===== src/rtl/phy_rx_lane.sv =====
// Single-lane serial receiver: recovers byte alignment from the comma symbol,
// locks after N_COMMA aligned commas, then emits each data byte with a valid flag.
module phy_rx_lane #(
    parameter logic [7:0] COMMA   = 8'hBC,
    parameter int         N_COMMA = 4
) (
    input  logic       clk_8f,
    input  logic       reset_L,
    input  logic       enable,
    input  logic       rx_in,
    output logic [7:0] data_out,
    output logic       valid_out,
    output logic       byte_strobe,
    output logic       active
);

    typedef enum logic [1:0] {
        SEARCH = 2'd0,
        ALIGN  = 2'd1,
        ACTIVE = 2'd2
    } state_t;

    localparam logic [3:0] N_LOCK = 4'(N_COMMA);

    state_t     state_r;
    state_t     state_nxt_s;
    logic [7:0] sr_r;
    logic [7:0] nxt_s;
    logic [2:0] bit_cnt_r;
    logic [2:0] bit_cnt_nxt_s;
    logic [3:0] comma_cnt_r;
    logic [3:0] comma_cnt_nxt_s;
    logic [3:0] comma_inc_s;
    logic       is_comma_s;
    logic       boundary_s;
    logic [7:0] data_nxt_s;
    logic       valid_nxt_s;
    logic       strobe_nxt_s;
    logic       active_nxt_s;

    // Byte checks look at the window that includes the bit arriving on this edge.
    assign nxt_s       = {sr_r[6:0], rx_in};
    assign is_comma_s  = (nxt_s == COMMA);
    assign boundary_s  = (bit_cnt_r == 3'd7);
    assign comma_inc_s = comma_cnt_r + 4'd1;

    // State register.
    always_ff @(posedge clk_8f or negedge reset_L) begin
        if (!reset_L) begin
            state_r <= SEARCH;
        end else begin
            state_r <= state_nxt_s;
        end
    end

    // Next-state decode; a dropped enable always returns to search.
    always_comb begin
        state_nxt_s = state_r;
        if (!enable) begin
            state_nxt_s = SEARCH;
        end else begin
            case (state_r)
                SEARCH: begin
                    if (is_comma_s) begin
                        state_nxt_s = (N_COMMA == 1) ? ACTIVE : ALIGN;
                    end else begin
                        state_nxt_s = SEARCH;
                    end
                end
                ALIGN: begin
                    if (!boundary_s) begin
                        state_nxt_s = ALIGN;
                    end else if (!is_comma_s) begin
                        state_nxt_s = SEARCH;
                    end else if (comma_inc_s == N_LOCK) begin
                        state_nxt_s = ACTIVE;
                    end else begin
                        state_nxt_s = ALIGN;
                    end
                end
                ACTIVE:  state_nxt_s = ACTIVE;
                default: state_nxt_s = SEARCH;
            endcase
        end
    end

    // Next values for counters and registered outputs.
    always_comb begin
        bit_cnt_nxt_s   = bit_cnt_r;
        comma_cnt_nxt_s = comma_cnt_r;
        data_nxt_s      = data_out;
        valid_nxt_s     = valid_out;
        strobe_nxt_s    = 1'b0;
        active_nxt_s    = (state_nxt_s == ACTIVE);
        if (!enable) begin
            comma_cnt_nxt_s = 4'd0;
            valid_nxt_s     = 1'b0;
        end else begin
            case (state_r)
                SEARCH: begin
                    if (is_comma_s) begin
                        bit_cnt_nxt_s   = 3'd0;
                        comma_cnt_nxt_s = 4'd1;
                    end else begin
                        comma_cnt_nxt_s = comma_cnt_r;
                    end
                end
                ALIGN: begin
                    bit_cnt_nxt_s = bit_cnt_r + 3'd1;
                    if (boundary_s) begin
                        comma_cnt_nxt_s = is_comma_s ? comma_inc_s : 4'd0;
                    end else begin
                        comma_cnt_nxt_s = comma_cnt_r;
                    end
                end
                ACTIVE: begin
                    bit_cnt_nxt_s = bit_cnt_r + 3'd1;
                    if (boundary_s) begin
                        strobe_nxt_s = 1'b1;
                        if (!is_comma_s) begin
                            data_nxt_s  = nxt_s;
                            valid_nxt_s = 1'b1;
                        end else begin
                            valid_nxt_s = 1'b0;
                        end
                    end else begin
                        strobe_nxt_s = 1'b0;
                    end
                end
                default: begin
                    comma_cnt_nxt_s = 4'd0;
                    valid_nxt_s     = 1'b0;
                end
            endcase
        end
    end

    // Shift register, counters and output registers.
    always_ff @(posedge clk_8f or negedge reset_L) begin
        if (!reset_L) begin
            sr_r        <= 8'h00;
            bit_cnt_r   <= 3'd0;
            comma_cnt_r <= 4'd0;
            data_out    <= 8'h00;
            valid_out   <= 1'b0;
            byte_strobe <= 1'b0;
            active      <= 1'b0;
        end else begin
            sr_r        <= nxt_s;
            bit_cnt_r   <= bit_cnt_nxt_s;
            comma_cnt_r <= comma_cnt_nxt_s;
            data_out    <= data_nxt_s;
            valid_out   <= valid_nxt_s;
            byte_strobe <= strobe_nxt_s;
            active      <= active_nxt_s;
        end
    end

endmodule


===== config.mk =====
export PLATFORM = sky130hd
export DESIGN_NAME = phy_rx_lane
export DESIGN_NICKNAME = d
export VERILOG_FILES = /design/src/rtl/phy_rx_lane.sv
export SDC_FILE = /design/constraint.sdc
export NUM_CORES = 1
export LEC_CHECK = 0
export CAP_MARGIN = 0
export CELL_PAD_IN_SITES_DETAIL_PLACEMENT = 1
export CELL_PAD_IN_SITES_GLOBAL_PLACEMENT = 2
export CORE_MARGIN = 2
export CORE_UTILIZATION = 39
export DETAILED_ROUTE_END_ITERATION = 8
export GPL_TIMING_DRIVEN = 0
export PLACE_DENSITY = 0.79
export SLEW_MARGIN = 0
export SYNTH_ARGS = -nofsm -noshare
export SYNTH_HDL_FRONTEND = slang
export SYNTH_SLANG_ARGS = --single-unit
export TNS_END_PERCENT = 10

===== constraint.sdc =====
create_clock -name clk_8f -period 2.9 [get_ports clk_8f]
set_input_delay 0.435 -clock clk_8f [delete_from_list [all_inputs] [get_ports clk_8f]]
set_output_delay 0.435 -clock clk_8f [all_outputs]
set_load 0.02 [all_outputs]

* After elaboration in Yosys (flattened, before gate mapping)
Index checks and enable logic that the tools add are counted.
** Storage, ports and cells
- Flip-flop bits (word level) :: 27
- Input port bits :: 4
- Output and inout port bits :: 11
- Logic and storage cells :: 51
** Operators by class
- $add $sub $neg :: 2
- Equality and inequality tests :: 12
- Multiplexer cells :: 20
- Bitwise gates (word level) :: 1
- Reduce and logical (&&, ||, !) cells :: 8
** Operator list (number)
- 4-bit two-way mux :: 4
- 4-bit case mux with 3 select lines :: 1
- 3-bit != test (second input constant) :: 3
- 8-bit equality test (second input constant) :: 1
- 2-bit two-way mux :: 4
- 1-bit two-way mux :: 7
- 2-bit != test (second input constant) :: 3
- 2-bit case mux with 3 select lines :: 1
- 3-bit case mux with 2 select lines :: 1
- 3-bit AND reduction :: 2
- 4-bit by 1-bit adder with 4-bit output (second input constant) :: 1
- 2-bit equality test (second input constant) :: 2
- 4-bit by 3-bit equality test with 1-bit output (second input constant) :: 1
- 4-bit AND reduction :: 1
- 2-bit OR reduction :: 2
- 3-bit by 1-bit adder with 3-bit output (second input constant) :: 1
- 3-bit equality test (second input constant) :: 1
- 3-bit two-way mux :: 1
- 2-bit by 1-bit equality test with 1-bit output (second input constant) :: 1
- 2-bit zero test :: 1
- 1-bit case mux with 2 select lines :: 1
- 2-bit AND reduction :: 1
- 2-bit nonzero test :: 1
- 1-bit NOT :: 1

* Logic depth before layout (Yosys ltp)
- Depth in word-level cells :: 8
- Gate-level depth with buffers :: 6

* Worst setup path before layout
Ideal clock, no wire load.
- Path kind :: register -> register
- Start :: reg bit_cnt_r[0]
- End :: reg data_out[0]
- Setup time :: 125 ps
- Arrival time :: 1519 ps
- Required time :: 2775 ps
- Path slack :: 1256 ps
- Stages on the path, launching flop included :: 7
- Clock period less this slack :: 1644 ps
- Cells stage by stage :: dfrtp_1 ha_1 ha_1 and3_1 and2_1 buf_6 mux2_4
** Between the ends
- Word-level cells in the longest chain between the ends :: 2
** RTL lines
- start: declaration :: RTL line 29 : logic [2:0] bit_cnt_r;
- start signal: assignment :: RTL line 150 : bit_cnt_r <= bit_cnt_nxt_s;
- 3-bit equality test :: RTL line 44 : assign boundary_s = (bit_cnt_r == 3'd7);
- 4-bit AND reduction (no source line)
- end signal: assignment :: RTL line 152 : data_out <= data_nxt_s;
- end: declaration :: RTL line 11 : output logic [7:0] data_out,
Every way passes these cells.
A chain may end at the register's enable or synchronous reset.

* Final worst setup path
- Start :: reg bit_cnt_r[0]
- End :: reg data_out[3]
Same word-level chain as after synthesis.

==> impl_metrics.toml <==
[status]
outcome = "finished clean"

[timing]
fmax_mhz = 557
min_period_ns = 1.79
finalHoldViolations = 0
whs_ns = 0.420
fin_crit_sh_pct = 61.9
finalSetupViolCount = 0
slew-limit-headroom_pct = 20.2
drv_slew = 0
fin_ws_ns = 1.11
worst_pin_slew_ns = 1.19
setup_tns_ns = 0
rsz0062_at_grt = "false"
skew_ns = 0.00767

[logic_synthesis]
ys_seq_area_share_pct = 53.8
syn_inst = 100
ys_types = 35
synth_nets = 111
syn_area_sq_mm = 0.00126
yosys_warnings = 0
synth_area_leaders = "dfrtp_1, mux2_4, ha_1, nand2_1, o41ai_4"
synth_top_cell_by_area = "dfrtp_1"
synth_top_area_share_pct = 53.8
syn_area_per_cell_sq_um = 12.6
synth-seq-cells = 27

[die]
num_rows = 20
io_pins = 15
die_h_um = 60.8
start_util_pct = 41.1
core_sq_mm = 0.00305
die_x_um = 60.8
die_area_sq_mm = 0.00369

[route]
vias_per_cell = 5.06
dr.first_iter.drc_count = 15
detail_route.wl_per_cell_um = 14.6
drc_errors = 0
vias = 820
postRouteAntennaNets = 0
wl_mm = 2.37
drt_pass1_iterations = 4

[power_and_ir_drop]
power.total_uw = 582
internal_power_uw = 446
comb_power_share_pct = 3.5
clkPwrFrac_pct = 30.0
power.leakage_nw = 0.719
switchingPower_uw = 136
switching_share_pct = 23.4
seqPwrFrac_pct = 66.5
cellPowerDensity_mw_per_mm2 = 393
ir_drop_mv = 0.212

[global_routing]
grt_pass1_wl_mm = 3.93
globalRouteTotalUtil_pct = 14.6
grt_util_met1_pct = 19.3
globalRouteMet2Util_pct = 24.4
grt.overflow.total = 0
grt_pass1_vias = 849
use_met3_pct = 1.92
grt_max_degree = 28
antenna_found_initial = 0
top_usage_layer = "met2"

[job]
maxCapViolCount = 0

[layout]
drive_above_1_share_pct = 16.9
final_nets = 130
final_common_cell = "dfrtp_1"
n_antenna_cell = 0
fill_cells = 334
finalInstanceArea_sq_mm = 0.00148
area_growth_pct = 18.0
final_cell_mix = "dfrtp_1, clkdlybuf4s50_1, nand2_1"
final-seq-area_sq_um = 676
multi_input_area_sq_um = 547

[hold_path]
min-delay-path-class = "flip-flop to flip-flop"

[setup_path]
slowest_stage = "dfrtp_1"
crit_buf_inv = 1
worstPathMaxFanout = 8
cp-end-kind = "flip-flop"
cp-start-kind = "flip-flop"
crit_type = "flip-flop to flip-flop"
max_stage_delay_ns = 0.43
path_delay_family = "adder cells"
cpMostUsedCell = "ha_1"
crit_chain = "ha_1 -> ha_1 -> and3_1 -> and2_1 -> buf_6 -> mux2_4"
crit_required_ns = 3.14
critPathArrivalTime_ns = 2.03

[clock_tree]
cts_root_buffer = "clkbuf_4"
clock_sinks = 27
cts_tree = "yes"
cts_buffers = 3
clk_path_buf_depth = 2
post_cts_resized = 0
htreeDepth = 1
cts_setup_buffers = 0
cts_hold_buf = 0
clkSlewWorstSetupHoldPaths_ns = 0.16
insertion_delay_ns = 0.33

[placement]
hpwl_mm = 1.74
place_ws_ns = 0.759
placed_area_sq_mm = 0.00145
place_congestion = 0.752
port_buffers = 14
## power by group through the flow
stage	Clock (mW)	Sequential [mW]	Combinational, mW
after detailed placement	0	0.394	0.0214
after floorplan	0	0.393	0.00707
after global placement	0	0.393	0.0207
final	0.175	0.387	0.0205
after CTS	0.181	0.387	0.0214
after global routing	0.194	0.388	0.0234
## logic make-up (layout without fill, tap and decap cells)
logic type,count (synthesis),count (layout),share of synthesized area [%]
buffers and inverters,7,25,2.69
AO/OA/AOI/OAI,18,18,11.6
flip-flops,27,27,53.8
adder cells (fa/ha/maj),7,7,6.97
AND/OR/NAND/NOR,31,31,14.0
multiplexers,10,10,11.0
## stage by stage
step	std cells	util (%)
final	162	48.6
after global placement	158	47.5
after global routing	162	48.6
after detailed placement	158	47.5
after floorplan	100	-
after CTS	162	48.6
## sequential cells by signal, summed over array words and instances, names as in the netlist
register     cells
active           1
valid_out        1
data_out         8
bit_cnt_r        3
state_r          2
sr_r             7
comma_cnt_r      4
byte_strobe      1
## area by class of cell
cell class | instances | area share (%)
inverter | 4 | 1.01
tap | 44 | 3.71
timing repair buffer | 14 | 9.45
sequential | 27 | 45.6
buffer | 3 | 1.27
clock buffer | 3 | 1.52
clock inverter | 1 | 0.591
multi-input combinational | 66 | 36.9
## final timing paths
check	start	end	slack (ns)	depth (start not counted)
worst min register to register	sr_r[4]$_DFF_PN0_	sr_r[5]$_DFF_PN0_	0.42	0
max in group asynchronous	reset_L	bit_cnt_r[0]$_DFFE_PN0P_	1.48	1
min in group asynchronous	reset_L	data_out[3]$_DFFE_PN0P_	0.71	1
worst min-delay path	sr_r[4]$_DFF_PN0_	sr_r[5]$_DFF_PN0_	0.42	0
worst max register to register	bit_cnt_r[0]$_DFFE_PN0P_	data_out[3]$_DFFE_PN0P_	1.11	6
worst max-delay path	bit_cnt_r[0]$_DFFE_PN0P_	data_out[3]$_DFFE_PN0P_	1.11	6
## layer usage
layer  up-vias  routed length (um)  share of wire, %
met5         -                   0                 0
met4         0                  31               1.3
met3         4                  48               2.0
met2         8                1180                50
met1       417                1120                47
li1        391                   -                 -
## synth_stat cells (all sizes together)
| library cell | instances |
|---|---|
| a21boi | 1 |
| a21o | 1 |
| a21oi | 3 |
| a22o | 2 |
| a31oi | 2 |
| and2 | 2 |
| and3 | 1 |
| and4b | 1 |
| and4bb | 1 |
| buf | 2 |
| clkbuf | 1 |
| dfrtp | 27 |
| ha | 7 |
| inv | 4 |
| mux2 | 9 |
| mux2i | 1 |
| nand2 | 9 |
| nand2b | 2 |
| nand3 | 5 |
| nor2 | 3 |
| nor2b | 3 |
| nor3 | 1 |
| nor4b | 1 |
| o21ai | 4 |
| o21bai | 1 |
| o221a | 1 |
| o22ai | 1 |
| o32ai | 1 |
| o41ai | 1 |
| or3 | 1 |
| or3b | 1 |
Note: power is estimated with default switching activity, not from simulation.
